`config.mk`:
```
export PLATFORM = sky130hd
export DESIGN_NAME = seq_multiplier
export DESIGN_NICKNAME = d
export VERILOG_FILES = /design/src/rtl/seq_multiplier.sv
export SDC_FILE = /design/constraint.sdc
export NUM_CORES = 1
export LEC_CHECK = 0
export ABC_AREA = 1
export BUFFER_PORTS_ARGS = -buffer_cell sky130_fd_sc_hd__buf_2
export CORE_MARGIN = 1.5
export CORE_UTILIZATION = 39
export CTS_CLUSTER_DIAMETER = 60
export DETAILED_ROUTE_END_ITERATION = 7
export PLACE_DENSITY = 0.59
export SLEW_MARGIN = 30
export SYNTH_ARGS = -nofsm -noshare
export SYNTH_HDL_FRONTEND = slang
export SYNTH_SLANG_ARGS = --single-unit
```
`constraint.sdc`:
```
create_clock -name clock -period 7.4 [get_ports clock]
set_clock_uncertainty 0.05 [all_clocks]
set_input_delay 0.37 -clock clock [delete_from_list [all_inputs] [get_ports clock]]
set_output_delay 0.37 -clock clock [all_outputs]
set_load 0.02 [all_outputs]
```
`src/rtl/seq_multiplier.sv`:
```
// seq_multiplier: 32x32 signed shift-add multiplier, one iteration per clock,
// fixed 32-cycle latency, low 32 bits of the product plus an overflow flag.
module seq_multiplier (
   input  logic        clock,
   input  logic        reset,
   input  logic        ctrl_MULT,
   input  logic [31:0] data_operandA,
   input  logic [31:0] data_operandB,
   output logic [31:0] data_result,
   output logic        data_exception,
   output logic        data_resultRDY,
   output logic        busy
);

   localparam int unsigned W  = 32;
   localparam int unsigned PW = 64;
   localparam int unsigned CW = 5;

   typedef enum logic [1:0] {
      IDLE = 2'd0,
      RUN  = 2'd1,
      DONE = 2'd2
   } state_e;

   state_e        state_q, state_d;
   logic [CW-1:0] cnt_q, cnt_d;
   logic [PW-1:0] mcand_q, mcand_d;
   logic [PW-1:0] acc_q, acc_d;
   logic [W-1:0]  mplier_q, mplier_d;
   logic          neg_q, neg_d;
   logic [W-1:0]  result_q, result_d;
   logic          exc_q, exc_d;
   logic          rdy_q, rdy_d;
   logic          busy_q, busy_d;

   logic [W-1:0]  mag_a_c, mag_b_c;
   logic [PW-1:0] sum_c, prod_c;
   logic          ovf_c;

   // Operand magnitudes; -2^31 maps onto the unsigned magnitude 2^31.
   always_comb begin
      mag_a_c = data_operandA[W-1] ? W'(-data_operandA) : data_operandA;
      mag_b_c = data_operandB[W-1] ? W'(-data_operandB) : data_operandB;
   end

   // Accumulate the current partial product and apply the sign to the final sum.
   always_comb begin
      sum_c  = acc_q + (mplier_q[0] ? mcand_q : '0);
      prod_c = (neg_q && (sum_c != '0)) ? PW'(-sum_c) : sum_c;
      ovf_c  = (prod_c[PW-1:W-1] != {(PW-W+1){prod_c[W-1]}});
   end

   // Next-state and datapath control.
   always_comb begin
      state_d  = state_q;
      cnt_d    = cnt_q;
      mcand_d  = mcand_q;
      mplier_d = mplier_q;
      acc_d    = acc_q;
      neg_d    = neg_q;
      result_d = result_q;
      exc_d    = exc_q;
      unique case (state_q)
         IDLE, DONE: begin
            if (ctrl_MULT) begin
               state_d  = RUN;
               cnt_d    = '0;
               mcand_d  = PW'(mag_a_c);
               mplier_d = mag_b_c;
               acc_d    = '0;
               neg_d    = data_operandA[W-1] ^ data_operandB[W-1];
            end else begin
               state_d = IDLE;
            end
         end
         RUN: begin
            acc_d    = sum_c;
            mcand_d  = mcand_q << 1;
            mplier_d = mplier_q >> 1;
            if (cnt_q == CW'(W-1)) begin
               state_d  = DONE;
               result_d = prod_c[W-1:0];
               exc_d    = ovf_c;
            end else begin
               cnt_d = cnt_q + CW'(1);
            end
         end
         default: state_d = IDLE;
      endcase
      busy_d = (state_d == RUN);
      rdy_d  = (state_d == DONE);
   end

   // State and datapath registers.
   always_ff @(posedge clock or posedge reset) begin
      if (reset) begin
         state_q  <= IDLE;
         cnt_q    <= '0;
         mcand_q  <= '0;
         mplier_q <= '0;
         acc_q    <= '0;
         neg_q    <= 1'b0;
         result_q <= '0;
         exc_q    <= 1'b0;
         rdy_q    <= 1'b0;
         busy_q   <= 1'b0;
      end else begin
         state_q  <= state_d;
         cnt_q    <= cnt_d;
         mcand_q  <= mcand_d;
         mplier_q <= mplier_d;
         acc_q    <= acc_d;
         neg_q    <= neg_d;
         result_q <= result_d;
         exc_q    <= exc_d;
         rdy_q    <= rdy_d;
         busy_q   <= busy_d;
      end
   end

   assign data_result    = result_q;
   assign data_exception = exc_q;
   assign data_resultRDY = rdy_q;
   assign busy           = busy_q;

endmodule
```
==> results of run 1 <==
==> layout make-up <==
class | count | share of cell area (%)
Clock buffer | 39 | 3.65
Timing Repair Buffer | 112 | 2.76
Sequential cell | 203 | 23.7
Clock inverter | 11 | 0.678
Multi-Input combinational cell | 2449 | 54.8
Tap cell | 664 | 3.88
Inverter | 597 | 10.5
==> kinds of logic after synthesis <==
kind of cell / after synthesis / synth area share, %
simple gates: 2022 / 43.9
fa+ha+maj: 69 / 4.50
flops: 203 / 26.3
buf+inv: 670 / 13.2
xor+xnor: 69 / 3.16
compound gates: 289 / 8.96
==> report_power, final <==
part	total, uW	internal [uW]	switching, uW	leakage [uW]
Clock	1360	813	547	0.000450
Sequential	2050	1650	403	0.00255
Combinational	7580	2110	5470	0.00896
Total	11000	4570	6420	0.0120
==> flip-flops by register name (all words and copies together), names as in the netlist <==
signal	cells
busy	1
mcand_q	64
data_exception	1
data_resultRDY	1
acc_q	64
neg_q	1
cnt_q	5
data_result	32
mplier_q	32
state_q	2
==> per-layer routing <==
layer  wire length [um]  share of wire [%]  track usage [%]
met5                  7              0.010                0
met4               1870                2.7             7.17
met3               4920                7.1             3.63
met2              30400                 44             43.7
met1              32000                 46             38.6
==> per-stage QoR <==
stage	power [uW]	instance area [um^2]	instances	utilization [%]	setup WS (ps)
finish	11000	21400	4075	43.7	1380
global route	11900	21400	4075	43.7	929
CTS	10900	21400	4075	43.7	1290
detailed placement	9500	20500	4024	41.8	1300
global placement	9520	20500	4024	41.8	1400
floorplan	7160	19300	3322	-	1440
==> synth_stat cells, types with 19 or more instances <==
cell type and instances:
a21oi_1 74, clkbuf_1 54, dfrtp_1 203, ha_1 68
inv_1 569, inv_2 22, nand2_1 1340, nand2_2 51
nand3_1 155, nand3b_1 19, nand4_1 41, nor2_1 277
nor2_2 26, nor3_1 62, o21ai_0 99, o221ai_1 31
o22ai_1 32, xnor2_1 21, xor2_1 47
==> critical path: cells and delay by family, from the launching register on <==
kind	cells	cell delay [ps]
AOI/OAI and AO/OA	1	80
adders and majority gates	3	1140
buffers and inverters	4	970
DFF	1	790
and+or+nand+nor	21	2820
==> final timing paths <==
path                              startpoint         endpoint  slack (ps)  cells past startpoint
max                              mplier_q[0]   data_exception        1380                     29
min                        data_operandB[29]     mplier_q[29]          50                      3
max reg2reg                      mplier_q[0]   data_exception        1380                     29
min reg2reg                  data_result[24]  data_result[24]         420                      2
max in group asynchronous              reset      mplier_q[0]        5610                      4
min in group asynchronous              reset   data_resultRDY         340                      3
==> key figures, run 1 <==
Synth
  – Leading area contributor after synthesis: dfrtp_1
  – Ys flop type: dfrtp_1
  – Synthesized area per cell: 5.82 um^2
  – Synth Register Bits: 203
  – Synthesized area: roughly 19000 um^2
  – Distinct cells, synth: between 40 and 50
  – Yosys top cell area share: a little over a quarter
  – Yosys Warn Count: 0
  – Mapped Cells: approximately 3300
  – Top cells by area, synth: dfrtp_1 (26%), nand2_1 (26%), inv_1 (11%), nor2_1 (5.4%), ha_1 (4.4%)
  – Net Count, Synth: 3458
  – Async set-or-reset flop fraction in the synthesized netlist: 100%
  – Post-synth EDFFs: 0
  – Seq/Total Area, Yosys: around a quarter

Placement
  – RePlAce Congestion: between 1 and 1.5
  – # port buffers: 101
  – Post-DP HPWL: 55.9 mm

STA
  – Final Cycle Share: about four fifths
  – Tmin final: 6020 ps
  – Max Clk Rate: ~170 MHz
  – RSZ-0062 raised after global routing: false
  – Max-slew headroom: between 40% and 50%
  – Max Slew Vio Count: 0
  – Worst hold slack: about 52 ps
  – Endpoints failing hold: 0
  – Setup-failing EPs final: 0
  – Setup TNS: 0 ps
  – Worst Tran Pin Value: 832 ps

Setup path
  – Startpoint Class: flop
  – CP max stage cell: dfrtp_4
  – Setup crit end kind: flop
  – Crit Path Max Fanout: 78
  – Crit path top cell by count: nand2_1
  – Critical Path RT: around 7800 ps
  – Max incr delay on CP: about 790 ps
  – Crit path kind: reg -> reg
  – Arr. time, crit path: 6430 ps

Routing
  – Wirelength, routed: about 70 mm
  – DRT Pass-1 Iters: 8
  – Vias: around 21000
  – 1st-iter DRT viols: ~1900
  – Antenna-violating nets left: 0
  – Number of vias per cell: a little over 5
  – Drc violations: 0
  – Avg WL per Cell: about 17 um

Floorplan
  – CORE AREA: 49000 um^2
  – Chip height: ~230 um
  – Initial Util: about 40%
  – Row count: just over 80
  – Io pins: just over 100
  – DIE AREA: approximately 51000 um^2
  – Die width: between 200 and 250 um

Clocking
  – CTS buffer count: 27
  – Clk sinks: slightly above 200
  – H-tree Lvls: 1
  – Hold_buf cts: 1
  – CTS max path bufs: 3
  – Post-CTS Setup Inserts: 0
  – Worst-path clk slew: 60 ps
  – Worst skew pair latency: around 570 ps
  – CTS Root Cell: clkbuf_16
  – CTS tree: done
  – Post_cts resized: 0

Global routing
  – First-pass GRT wire length: roughly 110 mm
  – Initial antenna violation count: 2
  – GR Overflow Total: 0
  – Largest net degree at the start of global routing: between 80 and 90
  – All-layer global routing usage: a little over a quarter
  – Vias in the first global route: ~19000

Cells and area
  – Fraction of final layout cells sized beyond drive strength 1: 8.82%
  – Commonest cells after routing, fill and taps aside: nand2_1 (1338), inv_1 (567), nor2_1 (275)
  – Area growth syn-to-layout: 10.7%
  – Final nets: approximately 3500
  – # diodes: 0
  – Fill count: around 5400
  – Sequential cell area: slightly above 5000 um^2
  – Area of the multi-input gates: around 12000 um^2
  – Most common cell after layout, fill and taps aside: nand2_1

Power and ir drop
  – Static leakage: around 0.012 uW
  – Peak supply drop: between 0.2 and 0.25 mV
  – Cell Pwr Density: about 500 nW/um^2

Status
  – Status: finished, final reports clean

Flow run
  – Max cap viols: 0

Min path
  – Worst min path class: in -> reg
(Power assumes the default switching activity.)
==> run 2, diff against run 1 <==
--- a/config.mk
+++ b/config.mk
@@ -5,13 +5,13 @@
 export SDC_FILE = /design/constraint.sdc
 export NUM_CORES = 1
 export LEC_CHECK = 0
-export ABC_AREA = 1
+export ABC_AREA = 0
 export BUFFER_PORTS_ARGS = -buffer_cell sky130_fd_sc_hd__buf_2
 export CORE_MARGIN = 1.5
 export CORE_UTILIZATION = 39
 export CTS_CLUSTER_DIAMETER = 60
 export DETAILED_ROUTE_END_ITERATION = 7
-export PLACE_DENSITY = 0.59
+export PLACE_DENSITY = 0.61
 export SLEW_MARGIN = 30
 export SYNTH_ARGS = -nofsm -noshare
 export SYNTH_HDL_FRONTEND = slang
==> constraint.sdc (replaced) <==
create_clock -name clock -period 5.14 [get_ports clock]
set_clock_uncertainty 0.05 [all_clocks]
set_input_delay 0.257 -clock clock [delete_from_list [all_inputs] [get_ports clock]]
set_output_delay 0.257 -clock clock [all_outputs]
set_load 0.02 [all_outputs]
==> run 2 against run 1 <==
Effect of this change:
- critical path type unchanged
- the run now ends with setup timing left
- combinational power increased by 44%
- cell area rose by 7.2%
- critical endpoint unchanged
- synthesized area decreased by 16%
- non-clock buffer count grew 565
- first-iteration DRC count is 27% lower
- via count decreased by 16%
- total power rose by 44%
- highest routed layer is now met4
==> key figures, run 2 <==
Status
  – Status: complete, but fails checks
  – Failing checks: setup timing

Setup path
  – Critical R2R Launch: mplier_q[0]
  – Startpoint Class: flop
  – Crit path top cell by count: buf_4
  – Crit Path Max Fanout: 17
  – Top Family by Delay on Critical Path: compound AO/OA/AOI/OAI gates
  – Max incr delay on CP: just over 500 ps
  – R2R cell count: 23
  – Crit path cell chain: bufbuf_16 -> and2_1 -> ha_1 -> buf_4 -> a21oi_1 -> buf_4 -> o21ai_0 -> nor2_1 -> a21o_1 -> o211a_4 -> o211ai_1 -> buf_4 -> a2111oi_1 -> nor2_1 -> xnor2_1 -> buf_4 -> nor3_2 -> or3_4 -> xnor2_2 -> or4_1 -> a22oi_1 -> and4b_1 -> a31oi_1
  – Setup crit end kind: flop
  – Worst R2R End: data_exception
  – Crit path from: mplier_q[0]
  – Crit path kind: reg -> reg
  – Arr. time, crit path: 5920 ps
  – Buf+Inv Stages, Crit Path: 5
  – Critical Path RT: roughly 5500 ps
  – CP max stage cell: or4_1
  – R2r setup slk: -400 ps

Routing
  – Vias: approximately 17000
  – DRT Pass-1 Iters: 8
  – Post-Route M1 WL: roughly 29 mm
  – Drc violations: 0
  – 1st-iter DRT viols: roughly 1400
  – Met2 routed wirelength: around 26 mm
  – Antenna-violating nets left: 0
  – Wirelength, routed: 60.1 mm
  – Highest metal used: met4
  – Avg WL per Cell: 19.5 um
  – Number of vias per cell: 5.63
  – WL met3: roughly 3.7 mm

Floorplan
  – Die width: between 200 and 250 um
  – CORE AREA: 40900 um^2
  – Io pins: around 100
  – Chip height: just over 200 um
  – DIE AREA: between 40000 and 50000 um^2
  – Initial Util: between 30% and 40%
  – Row count: 74

Synth
  – List of most frequent post-synthesis cells: o21ai_0 (228), nand2_1 (225), dfrtp_1 (203)
  – Post-synth EDFFs: 0
  – Top cells by area, synth: dfrtp_1 (31%), o21ai_0 (7.0%), xor2_1 (5.8%), ha_1 (5.3%), nand2_1 (5.2%)
  – Mapped Cells: approximately 1900
  – Synth Register Bits: just over 200
  – Yosys top cell area share: roughly a third
  – Most frequent cell after synthesis: o21ai_0
  – Seq/Total Area, Yosys: a little under a third
  – Leading area contributor after synthesis: dfrtp_1
  – Net Count, Synth: 2072
  – Synthesized area per cell: 8.37 um^2
  – Async set-or-reset flop fraction in the synthesized netlist: 100%
  – Yosys Warn Count: 0
  – Distinct cells, synth: about 110
  – Ys flop type: dfrtp_1
  – Synthesized area: approximately 16000 um^2

Placement
  – Post-DP HPWL: roughly 47 mm
  – RePlAce Congestion: 0.992
  – # port buffers: ~100

Cells and area
  – Commonest cells after routing, fill and taps aside: buf_4 (510), nand2_1 (223), o21ai_0 (211)
  – # diodes: 0
  – Area growth syn-to-layout: 41.7%
  – Most common cell after layout, fill and taps aside: buf_4
  – Final nets: 2671
  – Fraction of final layout cells sized beyond drive strength 1: roughly a third
  – Largest registers: acc_q x64, mcand_q x64

Clocking
  – CTS Root Cell: clkbuf_16
  – Worst-path clk slew: approximately 60 ps
  – CTS buffer count: 28
  – CTS max path bufs: 3
  – Clk sinks: around 200
  – CTS tree: done
  – H-tree Lvls: 1
  – Worst skew pair latency: approximately 580 ps

STA
  – Max Slew Vio Count: 0
  – RSZ-0062 raised after global routing: true
  – Setup TNS: -401 ps
  – Final worst slack: -401 ps
  – Worst Tran Pin Value: 844 ps
  – Endpoints failing hold: 0
  – Setup-failing EPs final: 1
  – Final Cycle Share: 108%
  – Tmin final: between 5000 and 6000 ps
  – Max-slew headroom: between 40% and 50%
  – Max Clk Rate: roughly 180 MHz

Min path
  – Worst min path class: in -> reg
  – Hold_sp: data_operandB[28]
  – Worst Hold End: mplier_q[28]
  – Hold Crit Depth: 3

Power and ir drop
  – Peak supply drop: 0.421 mV
  – Static leakage: about 0.010 uW
  – Pint: approximately 8600 uW
  – Switching Fraction: about 45%
  – Cell Pwr Density: about 690 nW/um^2
  – Flop pwr share: 17.8%
  – Power Total: 15800 uW
  – Psw: a little over 7000 uW
  – Proportion of power drawn by combinational gates: roughly 69%
  – Clock Power Share: 13.1%

Flow run
  – Max cap viols: 0

Global routing
  – Vias in the first global route: about 17000
  – First-pass GRT wire length: between 90 and 100 mm
  – All-layer global routing usage: between 20% and 30%
  – GR Overflow Total: 0
  – Initial antenna violation count: 1
  – Largest net degree at the start of global routing: roughly 140
run 2: timing repair:
action / in CTS / in global routing
cloned: 1 / 0
hold buffers: 56 / 0
endpoints found under the hold margin: 73 / 0
buffers inserted: 3 / 8
setup endpoints to repair: 22 / 31
pin swaps: 10 / 18
resized for setup: 32 / 63
run 2: stage by stage:
stage	setup WS, ps	std cells	hold WS, ps	cell area, um^2	utilization [%]
2_1_floorplan	-125	1936	335	16300	-
3_3_place_gp	-630	2967	148	20900	51.0
3_5_place_dp	-610	2968	153	20900	51.0
4_1_cts	-400	3079	7.00	22600	55.3
5_1_grt	-622	3088	3.05	23000	56.1
6_report	-401	3088	11.4	23000	56.1
run 2: power by group through the flow:
stage,combinational [uW],clock [uW],sequential [uW]
3_3_place_gp,10200,0,2810
5_1_grt,11800,2170,2890
3_5_place_dp,10300,0,2820
4_1_cts,10500,2100,2820
2_1_floorplan,5500,0,2780
6_report,10900,2070,2820
run 2: cell families after synthesis:
logic type               Yosys count  synth area share [%]
AO/OA/AOI/OAI                    690                  28.4
XOR/XNOR                         167                  9.33
adder cells (fa/ha/maj)           69                  5.37
buffers and inverters            131                  3.51
flip-flops                       203                  31.4
multiplexers                       8                 0.502
AND/OR/NAND/NOR                  668                  21.5
run 2: worst max path at each step:
stage | endpoint | depth (start not counted)
6_report | data_exception | 23
5_1_grt | data_exception | 25
4_1_cts | data_exception | 21
3_5_place_dp | data_exception | 23
3_3_place_gp | data_exception | 23
2_1_floorplan | data_exception | 23
run 2: worst register-to-register path, delay by kind of cell, from the launching register on:
kind                     cells  cell delay (ps)
flip-flops                   1              440
adder cells (fa/ha/maj)      1              280
AO/OA/AOI/OAI                8             1640
buffers and inverters        5             1040
AND/OR/NAND/NOR              7             1590
XOR/XNOR                     2              380
run 2: routing by layer:
layer / up-vias / global-route usage [%]
met1: 8371 / 41.4
met3: 81 / 3.89
met5: - / 0
li1: 8415 / -
met4: 0 / 7.07
met2: 522 / 42.7
run 2: final cells by class:
class                      count  area [um^2]
fill                        3800        18000
multi-input combinational   1602        11000
timing repair buffer         677         5090
sequential                   203         5080
clock buffer                  37          774
tap                          532          666
clock inverter                14          226
inverter                      23         90.1
==> run 3, diff against run 2 <==
--- a/config.mk
+++ b/config.mk
@@ -7,11 +7,12 @@
 export LEC_CHECK = 0
 export ABC_AREA = 0
 export BUFFER_PORTS_ARGS = -buffer_cell sky130_fd_sc_hd__buf_2
+export CAP_MARGIN = 20
 export CORE_MARGIN = 1.5
 export CORE_UTILIZATION = 39
 export CTS_CLUSTER_DIAMETER = 60
 export DETAILED_ROUTE_END_ITERATION = 7
-export PLACE_DENSITY = 0.61
+export PLACE_DENSITY = 0.59
 export SLEW_MARGIN = 30
 export SYNTH_ARGS = -nofsm -noshare
 export SYNTH_HDL_FRONTEND = slang
==> constraint.sdc (replaced) <==
create_clock -name clock -period 5.17 [get_ports clock]
set_clock_uncertainty 0.05 [all_clocks]
set_input_delay 0.2585 -clock clock [delete_from_list [all_inputs] [get_ports clock]]
set_output_delay 0.2585 -clock clock [all_outputs]
set_load 0.02 [all_outputs]
==> run 3 against run 2 <==
Effect of this change:
- the run still ends with setup timing left
- maximum frequency is 0.42% higher
- worst setup slack better by 53 ps
- sequential power hardly changed
- sequential share of layout area is 0.55 points higher
- critical endpoint unchanged
- global-route usage is 0.50 points lower
==> key figures, run 3 (synthesis gave the netlist of run 2 again) <==
Floorplan
  – Chip height: between 200 and 250 um
  – Row count: 74
  – Io pins: ~100
  – Initial Util: 39.6%
  – DIE AREA: 42800 um^2
  – Die width: 207 um
  – CORE AREA: 40900 um^2

Global routing
  – First-pass GRT wire length: roughly 90 mm
  – Initial antenna violation count: 0
  – GR Overflow Total: 0
  – Vias in the first global route: about 17000
  – Largest net degree at the start of global routing: approximately 110
  – All-layer global routing usage: 27.5%

STA
  – Max Clk Rate: ~180 MHz
  – Max-slew headroom: 35.2%
  – Setup TNS: -348 ps
  – Final Cycle Share: 107%
  – Final worst slack: -348 ps
  – Worst Tran Pin Value: 972 ps
  – Setup-failing EPs final: 1
  – Tmin final: roughly 5500 ps
  – Endpoints failing hold: 0
  – RSZ-0062 raised after global routing: true
  – Max Slew Vio Count: 0

Setup path
  – Max incr delay on CP: 600 ps
  – Critical Path RT: between 5000 and 6000 ps
  – Setup crit end kind: flop
  – Buf+Inv Stages, Crit Path: 4
  – Crit Path Max Fanout: 36
  – CP max stage cell: or4_4
  – Crit path kind: reg -> reg
  – Arr. time, crit path: 5910 ps
  – Top Family by Delay on Critical Path: simple AND/OR/NAND/NOR gates
  – Crit path cell chain: buf_12 -> buf_12 -> and2_1 -> ha_1 -> buf_4 -> nand2_1 -> o21ai_2 -> a211oi_1 -> o31ai_2 -> o21ai_2 -> xor2_2 -> nand3_2 -> or3_1 -> or4_4 -> o31ai_4 -> buf_4 -> a21oi_2 -> xor2_1 -> or4_1 -> a22oi_1 -> and4b_1 -> a31oi_1
  – Startpoint Class: flop

Cells and area
  – Sequential cell area: around 5000 um^2
  – Fraction of final layout cells sized beyond drive strength 1: 30.1%
  – Layout Utilization: a little over half
  – Largest registers: acc_q x64, mcand_q x64
  – Commonest cells after routing, fill and taps aside: buf_4 (501), nand2_1 (224), o21ai_0 (221)
  – Area of the multi-input gates: about 11000 um^2
  – Most common cell after layout, fill and taps aside: buf_4
  – # diodes: 0
  – Fill count: 3797
  – Final nets: roughly 2700
  – Post-route insts no fill: roughly 3000
  – Area growth syn-to-layout: 38.3%

Placement
  – Post-DP HPWL: 46.4 mm
  – RePlAce Congestion: approximately 0.98
  – Placed Cells: roughly 3000
  – # port buffers: ~100

Routing
  – 1st-iter DRT viols: ~1400
  – Antenna-violating nets left: 0
  – Vias: about 17000
  – Wirelength, routed: around 58 mm
  – DRT Pass-1 Iters: 6
  – Avg WL per Cell: 19.0 um
  – Drc violations: 0
  – Number of vias per cell: between 5 and 6

Flow run
  – Max cap viols: 0

Clocking
  – Clk sinks: around 200
  – CTS buffer count: 26
  – CTS max path bufs: 3
  – Worst skew pair latency: between 500 and 600 ps
  – CTS Root Cell: clkbuf_16
  – CTS tree: done
  – H-tree Lvls: 1
  – Worst-path clk slew: roughly 60 ps

Power and ir drop
  – Static leakage: 0.0101 uW
  – Pint: around 8200 uW
  – Peak supply drop: between 0.2 and 0.3 mV
  – Clock Power Share: a little under an eighth
  – Flop pwr share: 18.8%
  – Psw: about 6800 uW
  – Switching Fraction: a little under half
  – Cell Pwr Density: about 670 nW/um^2
  – Proportion of power drawn by combinational gates: around 70%

Min path
  – Worst min path class: in -> reg

Status
  – Failing checks: setup timing
  – Status: complete, but fails checks
[run 3: cell count changes in the layout (fill, tap and decap cells not counted), sizes merged, moves of 2 or more]
| cell | before | now |
|---|---|---|
| inv | 26 | 24 |
| buf | 620 | 606 |
| clkbuf | 37 | 33 |
| bufinv | 4 | 1 |
| clkinv | 6 | 9 |
| clkinvlp | 1 | 3 |
[run 3: path summary, 6_finish.rpt]
check                                       end  cells after the start  slack (ps)             start
worst max-delay path             data_exception                     22        -350       mplier_q[0]
worst max register to register   data_exception                     22        -350       mplier_q[0]
min in group asynchronous          mplier_q[30]                      3         250             reset
worst min register to register  data_result[30]                      2         420   data_result[30]
max in group asynchronous             acc_q[61]                      4        3700             reset
worst min-delay path                mplier_q[6]                      3          20  data_operandB[6]
[run 3: power groups by stage]
stage | Combinational, uW | Clock, uW | Sequential, uW
2_1_floorplan | 5470 | 0 | 2760
3_3_place_gp | 9980 | 0 | 2800
3_5_place_dp | 10100 | 0 | 2810
4_1_cts | 10200 | 1840 | 2810
5_1_grt | 11300 | 1900 | 2900
6_report | 10400 | 1790 | 2820
[run 3: final cells by class]
type / count / share of cell area [%]
tap: 532 / 2.97
timing repair buffer: 661 / 21.8
inverter: 23 / 0.402
clock inverter: 14 / 0.609
sequential: 203 / 22.7
clock buffer: 33 / 3.16
multi-input combinational: 1602 / 48.4
[run 3: metal layers]
metal	GRT usage, %	vias to the layer above	share of wire [%]
li1	-	8379	-
met1	41.1	8173	49
met2	41.7	515	42
met3	3.47	76	6.5
met4	6.99	0	2.2
met5	0	-	0
[run 3: per-stage QoR]
step | area (um^2) | worst slack, ps | hold slack (ps) | power (uW)
2_1_floorplan | 16300 | -95.3 | 337 | 8230
3_3_place_gp | 20800 | -424 | 297 | 12800
3_5_place_dp | 20800 | -469 | 299 | 12900
4_1_cts | 22300 | -288 | 2.91 | 14900
5_1_grt | 22400 | -537 | 33.2 | 16100
6_report | 22400 | -348 | 23.0 | 15000
[run 3: repair_timing]
action / CTS / global route
resized for setup: 19 / 29
gates cloned: 0 / 0
hold buffers: 55 / 0
setup endpoints to repair: 1 / 29
buffers inserted: 4 / 3
endpoints found under the hold margin: 76 / 0
pin swaps: 3 / 7
[run 3: worst register-to-register path: cells and delay by family, from the launching register on]
kind                       cells  cell delay [ps]
and+or+nand+nor                7             2000
AOI/OAI and AO/OA              8             1610
buffers and inverters          4              640
DFF                            1              390
adders and majority gates      1              350
xor gates and xnor gates       2              350
